## src/rtl/count_up_pkg.sv

```systemverilog
// Shared widths and active-low 7-segment patterns ({g,f,e,d,c,b,a}) for the count/display slice.
package count_up_pkg;

  localparam int unsigned DIGIT_W = 4;
  localparam int unsigned SEG_W   = 7;

  localparam logic [SEG_W-1:0] SEG_0     = 7'b1000000;
  localparam logic [SEG_W-1:0] SEG_1     = 7'b1111001;
  localparam logic [SEG_W-1:0] SEG_2     = 7'b0100100;
  localparam logic [SEG_W-1:0] SEG_3     = 7'b0110000;
  localparam logic [SEG_W-1:0] SEG_4     = 7'b0011001;
  localparam logic [SEG_W-1:0] SEG_5     = 7'b0010010;
  localparam logic [SEG_W-1:0] SEG_6     = 7'b0000010;
  localparam logic [SEG_W-1:0] SEG_7     = 7'b1111000;
  localparam logic [SEG_W-1:0] SEG_8     = 7'b0000000;
  localparam logic [SEG_W-1:0] SEG_9     = 7'b0010000;
  localparam logic [SEG_W-1:0] SEG_A     = 7'b0001000;
  localparam logic [SEG_W-1:0] SEG_B     = 7'b0000011;
  localparam logic [SEG_W-1:0] SEG_C     = 7'b1000110;
  localparam logic [SEG_W-1:0] SEG_D     = 7'b0100001;
  localparam logic [SEG_W-1:0] SEG_E     = 7'b0000110;
  localparam logic [SEG_W-1:0] SEG_F     = 7'b0001110;
  localparam logic [SEG_W-1:0] SEG_BLANK = 7'b1111111;

  // Prescaler width: clog2 of the divide ratio, never narrower than one bit.
  function automatic int unsigned pre_width(input int unsigned div);
    return (div <= 1) ? 1 : $clog2(div);
  endfunction

endpackage

```

## src/rtl/hex_seg_decoder.sv

```systemverilog
// Combinational hex digit to active-low 7-segment decoder.
//   digit in  [3:0]  value to display
//   seg   out [6:0]  segment pattern {g,f,e,d,c,b,a}, active-low
module hex_seg_decoder
  import count_up_pkg::*;
(
  input  logic [DIGIT_W-1:0] digit,
  output logic [SEG_W-1:0]   seg
);

  always_comb begin
    seg = SEG_BLANK;
    case (digit)
      4'h0: seg = SEG_0;
      4'h1: seg = SEG_1;
      4'h2: seg = SEG_2;
      4'h3: seg = SEG_3;
      4'h4: seg = SEG_4;
      4'h5: seg = SEG_5;
      4'h6: seg = SEG_6;
      4'h7: seg = SEG_7;
      4'h8: seg = SEG_8;
      4'h9: seg = SEG_9;
      4'hA: seg = SEG_A;
      4'hB: seg = SEG_B;
      4'hC: seg = SEG_C;
      4'hD: seg = SEG_D;
      4'hE: seg = SEG_E;
      4'hF: seg = SEG_F;
      default: seg = SEG_BLANK;
    endcase
  end

endmodule

```

## src/rtl/count_up_display.sv

```systemverilog
// Prescaled 4-bit up counter with sync clear/load and a registered 7-segment digit.
//   clk, rst_n         clock, async active-low reset
//   en                 count enable; low freezes prescaler and count
//   clr, load          sync clear / sync load of load_val (clr wins)
//   load_val [3:0]     load value, saturated to MAX_COUNT
//   count    [3:0]     current count
//   hex      [6:0]     decode(count), one clk behind count, active-low
//   tick, wrap         1-cycle pulses aligned with the new count after an advance / MAX->0 advance
module count_up_display
  import count_up_pkg::*;
#(
  parameter int unsigned TICK_DIV  = 50_000_000,
  parameter int unsigned MAX_COUNT = 15
) (
  input  logic               clk,
  input  logic               rst_n,
  input  logic               en,
  input  logic               clr,
  input  logic               load,
  input  logic [DIGIT_W-1:0] load_val,
  output logic [DIGIT_W-1:0] count,
  output logic [SEG_W-1:0]   hex,
  output logic               tick,
  output logic               wrap
);

  localparam int unsigned PRE_W = pre_width(TICK_DIV);

  logic [PRE_W-1:0]   pre;
  logic               step_c;
  logic               at_max_c;
  logic [DIGIT_W-1:0] load_sat_c;
  logic [DIGIT_W-1:0] next_count_c;
  logic [SEG_W-1:0]   seg_c;

  // Step decision and next-value helpers.
  assign step_c       = en && (pre == PRE_W'(TICK_DIV - 1));
  assign at_max_c     = (count == DIGIT_W'(MAX_COUNT));
  assign load_sat_c   = (load_val > DIGIT_W'(MAX_COUNT)) ? DIGIT_W'(MAX_COUNT) : load_val;
  assign next_count_c = at_max_c ? '0 : count + DIGIT_W'(1);

  // Prescaler, count and event pulses; clr > load > step > hold.
  always_ff @(posedge clk or negedge rst_n) begin
    if (!rst_n) begin
      pre   <= '0;
      count <= '0;
      tick  <= 1'b0;
      wrap  <= 1'b0;
    end else if (clr) begin
      pre   <= '0;
      count <= '0;
      tick  <= 1'b0;
      wrap  <= 1'b0;
    end else if (load) begin
      pre   <= '0;
      count <= load_sat_c;
      tick  <= 1'b0;
      wrap  <= 1'b0;
    end else if (step_c) begin
      pre   <= '0;
      count <= next_count_c;
      tick  <= 1'b1;
      wrap  <= at_max_c;
    end else begin
      if (en) begin
        pre <= pre + PRE_W'(1);
      end
      tick <= 1'b0;
      wrap <= 1'b0;
    end
  end

  hex_seg_decoder u_dec (
    .digit (count),
    .seg   (seg_c)
  );

  // Display register: follows count with one clk of latency.
  always_ff @(posedge clk or negedge rst_n) begin
    if (!rst_n) begin
      hex <= SEG_0;
    end else begin
      hex <= seg_c;
    end
  end

endmodule
```

## config.mk

```make
export PLATFORM = sky130hd
export DESIGN_NAME = count_up_display
export DESIGN_NICKNAME = d
export VERILOG_FILES = /design/src/rtl/count_up_pkg.sv /design/src/rtl/hex_seg_decoder.sv /design/src/rtl/count_up_display.sv
export SDC_FILE = /design/constraint.sdc
export NUM_CORES = 1
export LEC_CHECK = 0
export ABC_AREA = 1
export CORE_ASPECT_RATIO = 1.75
export CORE_MARGIN = 4
export CORE_UTILIZATION = 54
export CTS_BUF_LIST = sky130_fd_sc_hd__clkbuf_2 sky130_fd_sc_hd__clkbuf_4 sky130_fd_sc_hd__clkbuf_8
export DETAILED_ROUTE_END_ITERATION = 7
export PLACE_DENSITY = 0.83
export REMOVE_ABC_BUFFERS = 1
export SYNTH_ARGS = -nofsm -noshare
export SYNTH_HDL_FRONTEND = slang
export SYNTH_SLANG_ARGS = --single-unit
```

## constraint.sdc

```tcl
create_clock -name clk -period 1.5 [get_ports clk]
set_input_delay 0.3 -clock clk [delete_from_list [all_inputs] [get_ports clk]]
set_output_delay 0.3 -clock clk [all_outputs]
set_load 0.1 [all_outputs]
```

# ---- After elaboration in Yosys (flattened, before gate mapping)
# Memories as Yosys holds them, arrays and structs flattened. A register that Yosys moved wholly into a read port is not among the register bits.
# Cells that the tools add are included.
dict set report totals {
  ff_bits 32
  romBits 112
  inputBits 9
  output_inout_bits 13
  elab_cells 29
  memories 1
}
# memory depth word_bits read_ports rd_ports_with_merged_regs wr line_no
set mem_list {}
lappend mem_list {{(name not given)} 16 7 1 1 0 hex_seg_decoder.sv:13} ;# case (digit)
dict set report op_classes {
  addsub 2
  order_cmp 1
  eq_ne 2
  mux 15
  n_reduce_logical 4
}
# op n
set op_table {}
lappend op_table {{26-bit two-way mux} 4}
lappend op_table {{26-bit by 1-bit adder with 26-bit output, second input constant} 1}
lappend op_table {{26-bit equality test, second input constant} 1}
lappend op_table {{4-bit two-way mux} 5}
lappend op_table {{1-bit two-way mux} 6}
lappend op_table {{4-bit by 1-bit adder with 4-bit output, second input constant} 1}
lappend op_table {{4-bit equality test, second input constant} 1}
lappend op_table {{4-bit > comparator, second input constant} 1}
lappend op_table {{4-bit nonzero test} 1}
lappend op_table {{3-bit nonzero test} 1}
lappend op_table {{1-bit logical AND} 1}
lappend op_table {{1-bit logical NOT} 1}

# ---- Depth between registers and ports, before layout
dict set report logic_depth {
  depth_word 5
  ltp_mapped 10
  depth_no_buf 9
}

# ---- Modules after synthesis
# A second synthesis with hierarchy kept.
dict set report unflattened {
  hier_cells 349
  hier_area_um2 2529.9
}
# mod instances cells_each area_per_inst_um2 seq_area_each_um2
set by_module_without_submodules {}
lappend by_module_without_submodules {count_up_display 1 300 2255.9 977.2}
lappend by_module_without_submodules {hex_seg_decoder 1 49 274.0 0.0}

# ---- Worst setup path after synthesis
# Ideal clock, no wire load.
dict set report synth_path {
  path_type {reg2reg}
  start {register count[0]}
  end {register hex[3]}
  setup_ps 129
  arrival_ps 1871
  t_required_ps 1371
  path_slack_ps -500
  stages_incl_launch_ff 6
  n_path_buf 0
  synth_period_minus_slack_ps 2000
  cell_sequence {dfrtp_1 -> inv_1 -> ha_1 -> nor2_1 -> o21ai_0 -> o21ai_0}
}
# item line_no
set synth_lines {}
lappend synth_lines {{from (decl)} count_up_display.sv:21} ;# output logic [DIGIT_W-1:0] count,
lappend synth_lines {{from (signal assigned)} count_up_display.sv:56} ;# count <= load_sat_c;
lappend synth_lines {{from (signal assigned)} count_up_display.sv:61} ;# count <= next_count_c;
lappend synth_lines {{to (decl)} count_up_display.sv:22} ;# output logic [SEG_W-1:0] hex,

# ---- Worst setup path after layout
dict set report layout_path {
  start {register pre[10]}
  end {register pre[24]}
}
dict set report layout_between {
  elab_chain_len 5
  elab_cells_between_ends 8
  cone_classes {add/sub (1); eq/ne (1); mux (4); reduce/logical (2)}
}
# item line_no
set layout_lines {}
lappend layout_lines {{from (decl)} count_up_display.sv:29} ;# logic [PRE_W-1:0] pre;
lappend layout_lines {{from (signal assigned)} count_up_display.sv:66} ;# pre <= pre + PRE_W'(1);
lappend layout_lines {{26-bit by 1-bit adder with 26-bit output or 26-bit equality test (tied branches)} {count_up_display.sv:66, count_up_display.sv:37}}
lappend layout_lines {{26-bit two-way mux or 1-bit logical AND (tied branches)} {count_up_display.sv:65, count_up_display.sv:37}}
lappend layout_lines {{26-bit two-way mux} count_up_display.sv:59} ;# end else if (step_c) begin
lappend layout_lines {{26-bit two-way mux} count_up_display.sv:54} ;# end else if (load) begin
lappend layout_lines {{26-bit two-way mux} count_up_display.sv:49} ;# end else if (clr) begin
# Several ways; a longest one is shown, not always the timed one. The select of a mux whose other input is x is not followed.
# A chain may end at the register's enable or synchronous reset.

==> run summary <==
GRT Total Usage: 0.2425
Pint: 1.819 mW
FFs w/ async S/R, synth: 1.000
CTS tree: done
Multiplexer area fraction after synthesis: 0
Required @ worst endpoint: 1.69 ns
I/O pin count: 22
Post-synth EDFFs: 0
Outcome: finished, violations left
Hpwl dp: 4997 um
Hold crit path type: in2async
DRC viols: 0
N_diodes: 0
Layout cells sized above 1: 0.3017
Crit. End Element: flop
Sink Count: 39
Die W: 59.54 um
# port buffers: 21
Crit path cell chain: nor2_1 -> nand2_1 -> nor2_1 -> nand2_1 -> nor2_2 -> nor2_4 -> buf_12 -> nand2_1 -> nor2_1
Final core utilization: 0.7708
Initial antenna violation count: 0
Cell Count Post-Placement: 428
Ys Warns: 0
DRT Wirelength: 7743 um
Relative slew slack: 0.7747
Placer Congestion: 0.9733
CP peak stage delay: 0.44 ns
Clock share of power: 0.299
Final Setup Violations: 21
Most frequent cells in the layout: 80 x nand2_1, 55 x nor2_1, 40 x inv_1, 30 x dfrtp_1, 28 x buf_4
Largest net degree at the start of global routing: 18
Nets: 417
Clock slew at reported path FFs: 0.08 ns
Comb pwr share: 0.283
Final Hold Fails: 0
XOR/XNOR Fraction of Synth Area: 0.02792
Crit path max fanout: 15
Main synth FF type: dfrtp_1
Worst Path Buf+Inv: 1
CP startpoint kind: flop
Synth Area in Simple Gates: 0.4043
Post-Syn Area: 2510 um2
Total power: 2.778 mW
Drt first pass iters: 5
Via total after detailed routing: 2,604
CTS Root Cell: clkbuf_8
Period utilization: 1.066
PD cells: 810.9 nW/um2
Commonest non-fill, non-tap cell in the layout: nand2_1
Post-synthesis compound-gate area fraction: 0.05334
Core box area: 4444 um2
Reg power frac: 0.417
Slowest CP cell: dfrtp_2
Register bit total from synthesis: 39
Synth Instances: 342
Critical path class: reg2reg
Row cnt: 32
Worst setup margin: -0.09972 ns
Final Max Tran Viols: 0
FMAX: 625.1 MHz
Synth Area per Inst: 7.339 um2
Post-route ant nets: 0
Avg Vias per Cell: 5.761
Leak: 1.606 nW
Unrepaired setup endpoints after global routing: yes
First-pass GRT wire length: 10,980 um
Worst EP arrival: 1.79 ns
Vias in the first global route: 2,552
Synth Area in Adders: 0.03988
Worst-Skew Late Latency: 0.30 ns
Non-filler cells, final: 452
Chip height: 98.19 um
Kind of cell adding the most delay to the critical path: simple AND/OR/NAND/NOR gates
Post-synth cell types: 31
DIE AREA: 5846 um2
Min Tclk post-route: 1.600 ns
P&R area growth vs syn: 36.49%
Switching portion of total power: 0.3452
Starting Density: 0.5648
Maxcap violations: 0
Total grt overflow: 0
Htree depth: 2
Largest family of logic cells by synthesized area: simple AND/OR/NAND/NOR gates
Clk_skew: 0.003924 ns
Worst-Margin Slew: 0.3379 ns
Num CTS Buffers: 5
CTS Buffer Depth: 2
Sequential fraction of the synthesis area: 0.3893
Initial DRC count: 155
Worst ir drop on vdd: 0.9494 mV
NetSw: 0.9589 mW
WL per Instance: 17.13 um
Failing checks: setup timing
## synth_stat cells, types with 3 or more instances
library cell  instances  share of area
nand4_1               6          0.015
inv_2                 3         0.0045
xnor2_1               3          0.010
ha_1                  8          0.040
nand2_2               5          0.012
nor2_1               60          0.090
nor2_2                8          0.020
nand3_2               3          0.012
nand2_1              92           0.14
dfrtp_1              38           0.38
nor2_4                8          0.036
nand3_1              22          0.044
nor3_1                3         0.0060
nand2_4               3          0.013
a21oi_1              11          0.022
inv_1                41          0.061
o21ai_0               8          0.016
xor2_1                5          0.017
buf_6                 3          0.013
## power by group through the flow
stage	registers [mW]	logic, mW	clock network [mW]
after floorplan	1.47	0.127	0
after global placement	1.17	0.753	0
after detailed placement	1.18	0.763	0
after CTS	1.16	0.767	0.821
after global routing	1.17	0.826	0.874
final	1.16	0.787	0.831
## path summary, 6_finish.rpt
kind / startpoint / endpoint / slack, ns / depth (start not counted)
min in group clk: pre[22] / pre[22] / 0.59 / 3
max in group asynchronous: rst_n / hex[6] / 0.59 / 3
worst min register to register: pre[22] / pre[22] / 0.59 / 3
worst min-delay path: rst_n / hex[1] / 0.43 / 2
worst max-delay path: pre[10] / pre[24] / -0.1 / 9
worst max register to register: pre[10] / pre[24] / -0.1 / 9
## area by class of cell
class	instances	area [um2]
well taps	51	63.81
fillers	259	1018
inverters	45	171.4
clock buffers	8	103.9
multi-input cells	253	1459
flip-flops and latches	39	987.2
repair buffers	56	640.6
## registers in the layout, indices dropped and copies added (netlist names)
signal / cells
count: 4
hex: 7
pre: 26
tick: 1
wrap: 1
## layer usage
layer,up-vias,GRT usage,part of all wire
li1,1176,-,-
met1,1230,0.2407,0.33
met2,138,0.4364,0.54
met3,60,0.04233,0.057
met4,0,0.1553,0.077
met5,-,0,0
## repair_timing
action	4_1_cts	5_1_grt
pin swaps	3	23
hold buffers	1	0
endpoints found under the hold margin	12	0
gates resized for setup	2	44
setup endpoints to repair	23	34
buffers inserted	1	14
## logic make-up (layout without fill, tap and decap cells)
| kind of cell | count (synthesis) | in the layout |
|---|---|---|
| AND/OR/NAND/NOR | 213 | 213 |
| buffers and inverters | 50 | 109 |
| flip-flops | 39 | 39 |
| AO/OA/AOI/OAI | 24 | 24 |
| adder cells (fa/ha/maj) | 8 | 8 |
| XOR/XNOR | 8 | 8 |
## through the flow
| step | cell area [um2] | TNS (ns) | hold WS (ns) | setup WS, ns |
|---|---|---|---|---|
| 2_1_floorplan | 2467 | -4.889 | 0.004409 | -0.5099 |
| 6_report | 3426 | -1.037 | 0.4291 | -0.09972 |
| 3_5_place_dp | 3022 | -4.988 | 0.2269 | -0.2133 |
| 4_1_cts | 3151 | -0.004946 | 0.4525 | -0.004946 |
| 5_1_grt | 3426 | -2.534 | 0.4692 | -0.1776 |
| 3_3_place_gp | 3022 | -3.624 | 0.2176 | -0.1553 |
## worst reg2reg max path: stages (launching register included)
cell	delay, ns
dfrtp_2	0.44
nor2_1	0.13
nand2_1	0.13
nor2_1	0.12
nand2_1	0.10
nor2_2	0.20
nor2_4	0.07
buf_12	0.15
nand2_1	0.09
nor2_1	0.05
(Power assumes the default switching activity.)
==> RTL edit 1, RTL diff (config.mk and constraints unchanged) <==
Remove the register `hex`: a continuous assignment takes its place, so the output `hex` follows one clock earlier. Comments in the files are not updated.
--- a/src/rtl/count_up_display.sv
+++ b/src/rtl/count_up_display.sv
@@ -77,11 +77,5 @@
 
   // Display register: follows count with one clk of latency.
-  always_ff @(posedge clk or negedge rst_n) begin
-    if (!rst_n) begin
-      hex <= SEG_0;
-    end else begin
-      hex <= seg_c;
-    end
-  end
+  assign hex = seg_c;
 
 endmodule
Formal check against the unedited RTL: not equivalent (Yosys sat finds a counterexample within 4 cycles, from zero or initial values and one cycle with rst_n low).
==> RTL edit 1 against the original RTL <==
  * The run still ends with negative setup slack left
  * Design area up 4.7%
  * Hold slack got worse by 51 ps
  * Routed wire length is 35% higher
  * Synthesized cell count grew 0.58%
  * Total power decreased by 6.0%
  * Sequential cell count down 7
  * Worst setup slack worse by 440 ps
  * Synthesized area down 10%
  * Critical endpoint is now hex[0]
  * Highest routed layer unchanged
==> RTL edit 1: results (changes against the original RTL) <==
- The path class of the lowest-slack min-delay path is input port to async pin (unchanged).
- The via count of the first global-routing pass is 2844 (was 2552).
* Worst Slack Setup Final: -544 ps (was -99.7 ps)
- Tightest Pin Transition: 331 ps (was 338 ps)
* Port bufs: 21 (unchanged)
* Total Neg Setup Slack: -8170 ps (was -1040 ps)
* Clock transition at the registers of the reported paths: 70 ps
* Biggest area contributors in the synthesized netlist: dfrtp_1 (36%), nand2_1 (18%), nor2_1 (9.2%) (was dfrtp_1 (38%), nand2_1 (14%), nor2_1 (9.0%))
- The final-layout fill cell count came to 156 (was 259).
- Clock Power: 0.749 mW (was 0.831 mW)
* Diodes inserted: 0 (unchanged)
* Sequential share of the synthesized area: 35.6% (was 38.9%)
- The async set-reset flop share out of synthesis came to 100% (unchanged).
- The number of synthesis warnings is 0 (unchanged).
- The sum of net half-perimeters after detailed placement is 5.39 mm (was 5.00 mm).
- The peak supply drop is 0.000986 V (was 0.000949 V).
- The combined global-route utilization of all metal layers was 31.6% (was 24.3%).
- Most instantiated cells after synthesis: nand2_1 (110), nor2_1 (55), inv_1 (43) (was nand2_1 (92), nor2_1 (60), inv_1 (41))
- Total Nets Final: 444 (was 417)
* Buffer depth of the longest clock path: 2 (unchanged)
- Instance area at placement: 2990 um^2 (was 3020 um^2)
* Drt wl/cell: 22.1 um (was 17.1 um)
- Level count of the clock H-tree: 2 (unchanged)
- The final setup violation count was 39 (was 21).
* Post-route clock skew: 4.97 ps (was 3.92 ps)
- Routability congestion estimate from global placement: 0.929 (was 0.973)
- The number of distinct library cells after synthesis was 28 (was 31).
- Area of the multi-input gates: 1580 um^2 (was 1460 um^2)
* Outcome: finished with violations (unchanged)
- The largest fanout on the critical path is 3 (was 15).
* CTS Buf Count: 5 (unchanged)
- The adder-cell share of the synthesized area is 4.45% (was 3.99%).
- Switching Fraction: 37.1% (was 34.5%)
- The fraction of layout cells with a size suffix above 1 was 39.3% (was 30.2%).
* Proportion of synthesized area in mux cells: 0% (unchanged)
- The first-pass iteration count of the detailed router came to 6 (was 5).
- Violations in the final reports: negative setup slack (unchanged)
* Global-route wire length before repair: 12.9 mm (was 11.0 mm)
- The fraction of synthesized cell area in xor and xnor cells was 2.73% (was 2.79%).
- Drt initial violations: 421 (was 155)
* Maximum number of pins on one net before global-route repair: 33 (was 18)
* Via count of the routed design: 3061 (was 2604)
- The data arrival time of the worst path is 1740 ps (was 1790 ps).
* Fraction of the mapped netlist area in compound gates: 6.96% (was 5.33%)
* Seq group: 0.896 mW (was 1.16 mW)
- Master cell of the clock root buffer: clkbuf_8 (unchanged)
* Initial antenna violation count: 0 (unchanged)
- The clock reaches the later pin of the worst-skew pair after 290 ps.
- Registers with the highest flip-flop counts: pre x26, count x4 (was pre x26, hex x7, count x4).
- Worst slack at placement: -309 ps (was -213 ps)
* Cell count of the worst reg-to-reg path: 10 (was 9)
- The leakage power summed over all cells is 1.54 nW (was 1.61 nW).
==> RTL edit 1: kinds of logic after synthesis <==
logic type / after synthesis
AOI/OAI and AO/OA: 29
xor gates and xnor gates: 7
adders and majority gates: 8
buffers and inverters: 50
DFF: 32
and+or+nand+nor: 218
==> RTL edit 1: stage by stage <==
| stage | instances | total power, mW |
|---|---|---|
| after floorplan | 340 | 1.33 |
| after global placement | 455 | 1.70 |
| after detailed placement | 455 | 1.71 |
| after CTS | 468 | 2.50 |
| after global routing | 475 | 2.67 |
| final | 475 | 2.61 |
==> RTL edit 1: repair_timing <==
action | in CTS | in global routing
pin swaps | 9 | 25
endpoints found under the setup margin | 32 | 39
endpoints found under the hold margin | 0 | 0
resized for setup | 35 | 89
gates cloned | 1 | 0
hold buffers | 0 | 0
buffers inserted | 5 | 10
==> RTL edit 1: metal layers <==
metal / track usage [%] / vias up / routed length (um)
met5: 0 / - / 0
met3: 6.49 / 106 / 906
met2: 57.2 / 273 / 5170
li1: - / 1241 / -
met1: 30.0 / 1441 / 3290
met4: 24.4 / 0 / 1110
==> RTL edit 1: final cells by class <==
class	count	share of cell area, %
Multi-Input combinational cell	262	44.1
Timing Repair Buffer	80	23.7
Sequential cell	32	22.6
Inverter	46	5.23
Tap cell	48	1.67
Clock buffer	7	2.69
==> RTL edit 1: final timing paths <==
path | from | to | slack (ps)
worst max-delay path | count[1] | hex[0] | -540
worst min-delay path | rst_n | pre[14] | 380
worst max register to register | pre[12] | count[0] | -330
worst min register to register | pre[22] | pre[22] | 570
max in group asynchronous | rst_n | pre[8] | 920
min in group clk | clr | wrap | 450
==> RTL edit 1: critical path, cell delays in order (launching register included) <==
cell	delay (ps)
dfrtp_1	410
inv_2	60
buf_6	130
buf_4	150
ha_4	180
a21oi_2	150
o21ai_2	70
buf_4	140
buf_12	150
==> RTL edit 2, RTL diff (same flow settings) <==
Made on the original files. Set the package constant `DIGIT_W` to 3 (it was 4).
--- a/src/rtl/count_up_pkg.sv
+++ b/src/rtl/count_up_pkg.sv
@@ -2,5 +2,5 @@
 package count_up_pkg;
 
-  localparam int unsigned DIGIT_W = 4;
+  localparam int unsigned DIGIT_W = 3;
   localparam int unsigned SEG_W   = 7;
 
Interface: changed (resized count and load_val); port bits go from 22 to 20. No check against the original RTL was run, so the function may have changed too.
==> RTL edit 2 against the original RTL <==
  * The run still ends with negative setup slack left
  * Die area down 8.3%
  * Design area is 7.1% lower
  * Sequential cell count is 1 lower
  * Critical endpoint is now pre[25]
  * Routed wire length shrank 14%
  * Synthesized area decreased by 9.3%
  * Total power is 10% lower
  * Worst setup slack better by 48 ps
==> RTL edit 2: results (changes against the original RTL) <==
* Startpoint of the worst setup timing path: pre[6] (was pre[10])
- Drt initial violations: 147 (was 155)
* Number of global-route vias before repair: 2205 (was 2552)
- The element type at the critical path end is a flip-flop (unchanged).
* Level count of the clock H-tree: 2 (unchanged)
* Diodes inserted: 0 (unchanged)
- The combined global-route utilization of all metal layers was 23.3% (was 24.3%).
- The startpoint type of the worst setup path was a flip-flop (unchanged).
- The via count normalized by instance count is 5.51 (was 5.76).
- Slowest library cell on the worst path: dfrtp_1 (was dfrtp_2)
* Buffer depth of the longest clock path: 2 (unchanged)
- CTS Buf Count: 5 (unchanged)
* Post-route clock skew: 4.92 ps (was 3.92 ps)
* Endpoint of the worst-slack reg-to-reg timing path: pre[25] (was pre[24])
* Fraction of layout cells with a size suffix above 1: 29.3% (was 30.2%)
* Unique masters post-synth: 25 (was 31)
- Registers with the highest flip-flop counts: pre x26, hex x7, count x3 (was pre x26, hex x7, count x4)
* Max incr delay on CP: 500 ps (was 440 ps)
* Sequential share of the synthesized area: 41.8% (was 38.9%)
- The pin count of the biggest net entering global routing was 23 (was 18).
- Worst Slack Setup Final: -51.4 ps (was -99.7 ps)
* Total Neg Setup Slack: -209 ps (was -1040 ps)
- The most used flip-flop cell after synthesis is dfrtp_1 (unchanged).
- The peak supply drop is 0.000842 V (was 0.000949 V).
- Routability congestion estimate from global placement: 0.962 (was 0.973)
- The routed wire length per instance was 16.0 um (was 17.1 um).
- Fraction of the mapped netlist area in compound gates: 5.11% (was 5.33%)
- Tightest Pin Transition: 429 ps (was 338 ps)
* Most instantiated cells after synthesis: nand2_1 (77), nor2_1 (56), inv_1 (38) (was nand2_1 (92), nor2_1 (60), inv_1 (41))
- The first-pass iteration count of the detailed router is 5 (unchanged).
- The data arrival time of the worst path is 1740 ps (was 1790 ps).
- Biggest area contributors in the synthesized netlist: dfrtp_1 (41%), nand2_1 (13%), nor2_1 (9.2%) (was dfrtp_1 (38%), nand2_1 (14%), nor2_1 (9.0%)).
- The multiplexer share of the synthesized area is 0% (unchanged).
- The number of port buffers was 19 (was 21).
* Adder-cell share of the synthesized area: 4.40% (was 3.99%)
- Violations in the final reports: negative setup slack (unchanged).
* Cell count of the worst reg-to-reg path: 7 (was 9)
- Crit Path Max Fanout: 5 (was 15)
- The sum of net half-perimeters after detailed placement is 4.28 mm (was 5.00 mm).
- The global-route wire length before repair was 9.63 mm (was 11.0 mm).
* Worst hold path class: input port to flip-flop (was input port to async pin)
* Leakage power: 1.45 nW (was 1.61 nW)
* Outcome: finished with violations (unchanged)
- The async set-reset flop share out of synthesis is 100% (unchanged).
- The final-stage net count came to 383 (was 417).
* Fill cell instance count of the final layout: 262 (was 259)
- Setup violations, final: 9 (was 21)
- XOR/XNOR Fraction of Synth Area: 3.46% (was 2.79%)
==> RTL edit 2: where the power goes <==
group	internal, mW	total (mW)	switching [mW]
registers	1.07	1.10	0.0385
clock network	0.411	0.759	0.348
logic	0.230	0.638	0.408
==> RTL edit 2: layout make-up <==
class | count | share of cell area [%]
Sequential cell | 38 | 30.1
Clock buffer | 8 | 3.07
Multi-Input combinational cell | 226 | 40.1
Inverter | 40 | 4.72
Timing Repair Buffer | 56 | 20.1
Tap cell | 49 | 1.93
==> RTL edit 2: worst min-delay path by stage <==
stage               startpoint        to  cells past startpoint
floorplan                rst_n  count[0]                      0
global placement         rst_n   pre[12]                      1
detailed placement       rst_n   pre[11]                      1
CTS                      rst_n   pre[11]                      2
global route                en    pre[1]                      3
finish                      en    pre[1]                      3
==> RTL edit 2: per-stage QoR <==
step	instances	hold WS (ps)	setup WS, ps	instance area [um^2]	util [%]
after floorplan	304	4.41	-451	2250	-
after global placement	398	250	-319	2820	68.6
after detailed placement	398	258	-351	2820	68.6
after CTS	411	483	-7.11	3020	73.5
after global routing	417	405	-117	3180	77.4
final	417	377	-51.4	3180	77.4
==> RTL edit 2: metal layers <==
layer | vias up | global-route usage, % | wire, um
met2 | 116 | 44.2 | 3700
met5 | - | 0 | 0
met4 | 0 | 15.5 | 393
met3 | 36 | 3.58 | 362
li1 | 1064 | - | -
met1 | 1083 | 22.2 | 2220
==> RTL edit 2: worst max-delay path, delay by kind of cell (launching register included) <==
family | cells | cell delay [ps]
and+or+nand+nor | 7 | 950
DFF | 1 | 500
==> RTL edit 2: repair_timing <==
item	in CTS	in global routing
setup endpoints to repair	29	29
endpoints found under the hold margin	16	0
pin swaps	7	12
buffers inserted	4	6
hold buffers	1	0
resized for setup	13	36
